===== src/rtl/quad_input_filter_if.sv =====
// Peripheral read/write bus shared by the quadrature filter and the step counter.
// The master drives address, strobes and write data; the slave returns registered read data.
interface quad_input_filter_if;
   logic [15:0] addr;
   logic        cs;
   logic        rd;
   logic        wr;
   logic [7:0]  data_in;
   logic [7:0]  data_out;

   modport master (
      output addr,
      output cs,
      output rd,
      output wr,
      output data_in,
      input  data_out
   );

   modport slave (
      input  addr,
      input  cs,
      input  rd,
      input  wr,
      input  data_in,
      output data_out
   );
endinterface


===== src/rtl/quad_input_filter.sv =====
// Quadrature pin conditioner: 2-flop sync, per-channel glitch filter, illegal-transition detect.
// Optional interrupt output enabled by defining QIF_IRQ_EN.
module quad_input_filter #(
   parameter int unsigned FILT_DEFAULT = 4,
   parameter logic [15:0] BASE_ADDR    = 16'h0010
) (
   input  logic               clk,
   input  logic               rst_n,
   input  logic               a_raw,
   input  logic               b_raw,
   quad_input_filter_if.slave bus,
   output logic               a_out,
   output logic               b_out,
`ifdef QIF_IRQ_EN
   output logic               irq,
`endif
   output logic               err_flag
);

   localparam logic [7:0] FILT_RST = 8'(FILT_DEFAULT);

   logic       a_s1_q, a_s2_q, b_s1_q, b_s2_q;
   logic [7:0] a_cnt_q, a_cnt_d, b_cnt_q, b_cnt_d;
   logic       a_out_q, a_out_d, b_out_q, b_out_d;
   logic [7:0] filt_len_q, filt_len_d;
   logic [7:0] err_cnt_q, err_cnt_d;
   logic       err_flag_q, err_flag_d;
   logic [7:0] dout_q, dout_d;
   logic       irq_en_q, irq_en_d;

   logic [15:0] off;
   logic        hit;
   logic        wr_filt, wr_stat, clr_err;
   logic        a_upd, b_upd, illegal;
   logic [7:0]  len_m1;
   logic [7:0]  status;

   assign off     = bus.addr - BASE_ADDR;
   assign hit     = bus.cs && (off < 16'd3);
   assign wr_filt = hit && bus.wr && (off == 16'd0);
   assign wr_stat = hit && bus.wr && (off == 16'd1);
   assign clr_err = wr_stat && bus.data_in[7];
   assign len_m1  = filt_len_q - 8'd1;
   assign status  = {err_flag_q, irq_en_q, 4'b0000, b_out_q, a_out_q};

   // A filt_len write restarts both counts and suppresses any update on that edge.
   assign a_upd   = (a_s2_q != a_out_q) && (a_cnt_q == len_m1) && !wr_filt;
   assign b_upd   = (b_s2_q != b_out_q) && (b_cnt_q == len_m1) && !wr_filt;
   assign illegal = a_upd && b_upd;

   always_comb begin
      a_out_d = a_out_q;
      a_cnt_d = a_cnt_q + 8'd1;
      if (wr_filt || (a_s2_q == a_out_q)) begin
         a_cnt_d = 8'd0;
      end else if (a_upd) begin
         a_out_d = a_s2_q;
         a_cnt_d = 8'd0;
      end
   end

   always_comb begin
      b_out_d = b_out_q;
      b_cnt_d = b_cnt_q + 8'd1;
      if (wr_filt || (b_s2_q == b_out_q)) begin
         b_cnt_d = 8'd0;
      end else if (b_upd) begin
         b_out_d = b_s2_q;
         b_cnt_d = 8'd0;
      end
   end

   // An illegal event on the same edge as a clear wins: the clear is folded into the increment.
   always_comb begin
      err_flag_d = err_flag_q;
      err_cnt_d  = err_cnt_q;
      if (illegal) begin
         err_flag_d = 1'b1;
         if (clr_err) begin
            err_cnt_d = 8'd1;
         end else if (err_cnt_q != 8'hFF) begin
            err_cnt_d = err_cnt_q + 8'd1;
         end
      end else if (clr_err) begin
         err_flag_d = 1'b0;
         err_cnt_d  = 8'd0;
      end
   end

   always_comb begin
      filt_len_d = filt_len_q;
      if (wr_filt) begin
         filt_len_d = (bus.data_in == 8'd0) ? 8'd1 : bus.data_in;
      end
   end

`ifdef QIF_IRQ_EN
   always_comb begin
      irq_en_d = irq_en_q;
      if (wr_stat) begin
         irq_en_d = bus.data_in[6];
      end
   end
`else
   assign irq_en_d = 1'b0;
`endif

   // Read data reflects the pre-write register values when rd and wr coincide.
   always_comb begin
      dout_d = 8'h00;
      if (hit && bus.rd) begin
         case (off[1:0])
            2'd0:    dout_d = filt_len_q;
            2'd1:    dout_d = status;
            2'd2:    dout_d = err_cnt_q;
            default: dout_d = 8'h00;
         endcase
      end
   end

   always_ff @(posedge clk or negedge rst_n) begin
      if (!rst_n) begin
         a_s1_q     <= 1'b0;
         a_s2_q     <= 1'b0;
         b_s1_q     <= 1'b0;
         b_s2_q     <= 1'b0;
         a_cnt_q    <= 8'd0;
         b_cnt_q    <= 8'd0;
         a_out_q    <= 1'b0;
         b_out_q    <= 1'b0;
         filt_len_q <= FILT_RST;
         err_cnt_q  <= 8'd0;
         err_flag_q <= 1'b0;
         dout_q     <= 8'h00;
         irq_en_q   <= 1'b0;
      end else begin
         a_s1_q     <= a_raw;
         a_s2_q     <= a_s1_q;
         b_s1_q     <= b_raw;
         b_s2_q     <= b_s1_q;
         a_cnt_q    <= a_cnt_d;
         b_cnt_q    <= b_cnt_d;
         a_out_q    <= a_out_d;
         b_out_q    <= b_out_d;
         filt_len_q <= filt_len_d;
         err_cnt_q  <= err_cnt_d;
         err_flag_q <= err_flag_d;
         dout_q     <= dout_d;
         irq_en_q   <= irq_en_d;
      end
   end

`ifdef QIF_IRQ_EN
   logic irq_q;

   always_ff @(posedge clk or negedge rst_n) begin
      if (!rst_n) begin
         irq_q <= 1'b0;
      end else begin
         irq_q <= err_flag_q & irq_en_q;
      end
   end

   assign irq = irq_q;
`endif

   assign a_out        = a_out_q;
   assign b_out        = b_out_q;
   assign err_flag     = err_flag_q;
   assign bus.data_out = dout_q;

endmodule


===== src/flat_wrapper.sv =====
// flat-port wrapper written by rule: the top's interface ports become plain ports
module quad_input_filter_flat 
#(
   parameter int unsigned FILT_DEFAULT = 4,
   parameter logic [15:0] BASE_ADDR    = 16'h0010
)
  (clk, rst_n, a_raw, b_raw, a_out, b_out, err_flag, bus_addr, bus_cs, bus_rd, bus_wr, bus_data_in, bus_data_out);
  quad_input_filter_if bus_i ();
  input  logic clk;
  input  logic rst_n;
  input  logic a_raw;
  input  logic b_raw;
  output logic a_out;
  output logic b_out;
  output logic err_flag;
  input wire logic [$bits(bus_i.addr)-1:0] bus_addr;
  input wire logic [$bits(bus_i.cs)-1:0] bus_cs;
  input wire logic [$bits(bus_i.rd)-1:0] bus_rd;
  input wire logic [$bits(bus_i.wr)-1:0] bus_wr;
  input wire logic [$bits(bus_i.data_in)-1:0] bus_data_in;
  output wire logic [$bits(bus_i.data_out)-1:0] bus_data_out;
  assign bus_i.addr = bus_addr;
  assign bus_i.cs = bus_cs;
  assign bus_i.rd = bus_rd;
  assign bus_i.wr = bus_wr;
  assign bus_i.data_in = bus_data_in;
  assign bus_data_out = bus_i.data_out;
  quad_input_filter #(.FILT_DEFAULT(FILT_DEFAULT), .BASE_ADDR(BASE_ADDR)) u_core (.clk(clk), .rst_n(rst_n), .a_raw(a_raw), .b_raw(b_raw), .bus(bus_i), .a_out(a_out), .b_out(b_out), .err_flag(err_flag));
endmodule

===== config.mk =====
export PLATFORM = sky130hd
export DESIGN_NAME = quad_input_filter_flat
export DESIGN_NICKNAME = d
export VERILOG_FILES = /design/src/rtl/quad_input_filter_if.sv /design/src/rtl/quad_input_filter.sv /design/src/flat_wrapper.sv
export SDC_FILE = /design/constraint.sdc
export NUM_CORES = 1
export LEC_CHECK = 0
export CORE_MARGIN = 4
export CORE_UTILIZATION = 40
export DETAILED_ROUTE_END_ITERATION = 6
export DONT_BUFFER_PORTS = 1
export GPL_TIMING_DRIVEN = 0
export RECOVER_POWER = 25
export SLEW_MARGIN = 0
export SYNTH_ARGS = -nofsm -noshare
export SYNTH_HDL_FRONTEND = slang
export SYNTH_SLANG_ARGS = --single-unit

===== constraint.sdc =====
create_clock -name clk -period 5.8 [get_ports clk]
set_input_delay 1.16 -clock clk [delete_from_list [all_inputs] [get_ports clk]]
set_output_delay 1.16 -clock clk [all_outputs]
set_load 0.05 [all_outputs]

==> run_results.csv <==
group,metric,value,unit
route,ant_nets,0,
global_route,grt_pass1_vias,2094,
power,p_leak,1.23,nW
route,drtIter0Drc,125,
global_route,grt_pass1_wl,10200,um
route,drc_errors,0,
status,status,"finished, final reports clean",
critical_path,required,6.03,ns
logic_synthesis,synth-edff-count,0,
critical_path,worstPathMaxFanout,9,
power,netSwitchingPower,0.126,mW
die,ios,42,
route,vias,2086,
logic_synthesis,synthCells,286,
route,viasPerCell,5.62,
critical_path,critPathKind,"in2reg",
logic_synthesis,synth_commonest_cells,"46 x dfrtp_1, 35 x nor2_1, 17 x xnor2_1",
critical_path,arrival,3.82,ns
placement,place_congestion,0.885,
critical_path,crit_path_top_delay_cell,"or4_1",
route,avgRoutedWirePerCell,16.1,um
cells_and_area,final_area,2950,sq um
global_route,antenna_found_initial,0,
critical_path,crit_chain,"or4_1 > nor3_1 > nor4bb_1 > clkbuf_1 > o21ai_1 > or4_1 > or4_1 > a21oi_1",
sta,setup-tns-final,0,ns
die,die_w,90.6,um
clock_tree,root_buffer,"clkbuf_8",
critical_path,worstSetupStartpointType,"primary input",
clock_tree,clock-sinks,47,
clock_tree,htreeDepth,2,
die,core_area,6490,sq um
min_path,min_to,"u_core.a_s2_q",
cells_and_area,fillCellCount,619,
placement,post_dp_cell_area,2830,sq um
logic_synthesis,syn_nets,321,
sta,post-route-period-util,0.619,
logic_synthesis,synth.distinct_cells,52,
flow_run,maxCapViolCount,0,
cells_and_area,register_area,1180,sq um
die,rows,29,
die,die_area,8210,sq um
power,switching_share,0.208,
route,drt_first_pass_iters,4,
critical_path,worstSetupEndpointType,"register",
sta,max_slew.worst_pin.slew,0.569,ns
logic_synthesis,yosysMostFrequentCell,"dfrtp_1",
critical_path,slowest_delay,0.54,ns
clock_tree,post_cts_resized,0,
critical_path,ff2ff_path_depth,8,
clock_tree,cts_tree,"done",
power,combinationalPowerShare,0.036,
logic_synthesis,synthTopCellsByArea,"dfrtp_1 42%, xnor2_1 5.5%, nor2_1 4.8%",
power,pwr_density_cell,207,nW/um^2
logic_synthesis,synthFlopType,"dfrtp_1",
sta,fmax,278,MHz
power,seqPwrFrac,0.555,
min_path,worstHoldStart,"u_core.a_s1_q",
global_route,grt_max_degree,48,
cells_and_area,syn_to_final_growth,7.83,%
clock_tree,hold_buffers,0,
route,routed_wl,5970,um
cells_and_area,layout.nets,328,
logic_synthesis,yosysWarnings,0,
critical_path,rr_startpoint,"u_core.filt_len_q[4]",
logic_synthesis,synth_top_area_cell,"dfrtp_1",
global_route,overflow,0,
power,p_int,0.482,mW
die,start_util,0.421,
sta,period_minus_slack,3.59,ns
min_path,min_path_cells,0,
sta,hold_violations,0,
power,vdd_drop_max,0.133,mV
sta,finalSetupViolCount,0,
die,die_y,90.6,um
sta,rsz0062_at_grt,"no",
critical_path,r2r_setup_slack,2.44,ns
cells_and_area,multiInputGateArea,1470,sq um
clock_tree,cts_setup_buffers,0,
cells_and_area,antennaDiodeCount,0,
logic_synthesis,avgSynthCellArea,9.55,sq um
sta,slew_violations,0,
logic_synthesis,ys_seq_area_frac,0.431,
sta,relSlewSlack,0.617,
cells_and_area,layout-drive-gt1-share,0.0986,
placement,post-dp-hpwl,4420,um
logic_synthesis,synth.ff_latch_count,47,
critical_path,r2r_end,"u_core.err_cnt_q[7]",
logic_synthesis,synth_top_area_share,0.421,
global_route,grtUsageTotal,0.153,
placement,numPortBuffers,0,
logic_synthesis,syn_area,2730,sq um
clock_tree,cts_buffer_depth,2,
power,power_frac_clock,0.408,
min_path,hp-class,"reg2reg",
clock_tree,path_clk_slew,0.09,ns
sta,finClkSkew,0.00859,ns
clock_tree,numCtsBuffers,5,
logic_synthesis,postSynth.asyncResetShare,1.00,
clock_tree,clock_latency,0.30,ns
critical_path,crit_top_cell,"or4_1",
[routing by layer]
layer	global-route usage	routed length, um
met2	0.238	2780
met1	0.212	2880
met3	0.0275	219
met4	0.0561	82
met5	0	0
[registers in the layout, indices dropped and copies added (netlist names)]
register             cells
u_core.b_s1_q            1
u_core.a_s1_q            1
u_core.b_cnt_q           8
u_core.a_out             1
u_core.a_cnt_q           8
u_core.err_cnt_q         8
u_core.b_s2_q            1
u_core.err_flag          1
u_core.filt_len_q        8
u_core.a_s2_q            1
u_core.b_out             1
u_core.bus.data_out      8
[metrics by stage]
stage	power [mW]	std cells	utilization	hold slack (ns)	setup WS, ns
2_1_floorplan	0.362	286	-	0.331	2.20
3_3_place_gp	0.366	363	0.435	0.334	1.91
3_5_place_dp	0.367	363	0.435	0.338	1.88
4_1_cts	0.616	371	0.453	0.358	2.19
5_1_grt	0.637	371	0.453	0.378	2.02
6_report	0.608	371	0.453	0.356	2.21
[power by group through the flow]
| stage | clock, mW | sequential [mW] | combinational (mW) |
|---|---|---|---|
| floorplan | 0 | 0.343 | 0.0188 |
| global placement | 0 | 0.344 | 0.0220 |
| detailed placement | 0 | 0.344 | 0.0224 |
| CTS | 0.255 | 0.338 | 0.0225 |
| global route | 0.272 | 0.339 | 0.0256 |
| finish | 0.248 | 0.338 | 0.0222 |
[cells by family after synthesis]
group           share of synthesized area
flops                               0.431
simple gates                        0.255
fa+ha+maj                          0.0183
compound gates                     0.0870
buf+inv                            0.0321
mux                                0.0738
xor+xnor                            0.103
[layout by cell type (no fill, tap or decap), types with 10 or more instances in the layout]
cell	n
mux2i_1	10
a21oi_1	16
dfrtp_1	46
clkbuf_1	10
nor2_1	35
nor3_1	10
nand2_1	12
nand3_1	14
xor2_1	15
xnor2_1	17
[critical path: cells and delay by family]
kind                   cells  cell delay, ns
buffers and inverters      1            0.35
AO/OA/AOI/OAI              2            0.26
AND/OR/NAND/NOR            5            2.04
[worst max-delay path by stage]
| stage | startpoint | end | slack, ns | depth (start not counted) |
|---|---|---|---|---|
| 4_1_cts | bus_addr[14] | u_core.err_cnt_q[7] | 2.19 | 8 |
| 5_1_grt | bus_addr[14] | u_core.err_cnt_q[4] | 2.02 | 9 |
| 2_1_floorplan | bus_addr[14] | u_core.err_cnt_q[5] | 2.20 | 8 |
| 3_5_place_dp | bus_addr[14] | u_core.err_cnt_q[7] | 1.88 | 8 |
| 3_3_place_gp | bus_addr[14] | u_core.err_cnt_q[7] | 1.91 | 8 |
| 6_report | bus_addr[14] | u_core.err_cnt_q[7] | 2.21 | 8 |
[cell type report]
class / count / share of cell area
plain buffers: 14 / 0.0221
inverters: 6 / 0.00765
well taps: 77 / 0.0327
flip-flops and latches: 47 / 0.400
multi-input cells: 219 / 0.498
clock buffers: 6 / 0.0280
clock inverters: 2 / 0.0119
(Power assumes the default switching activity.)
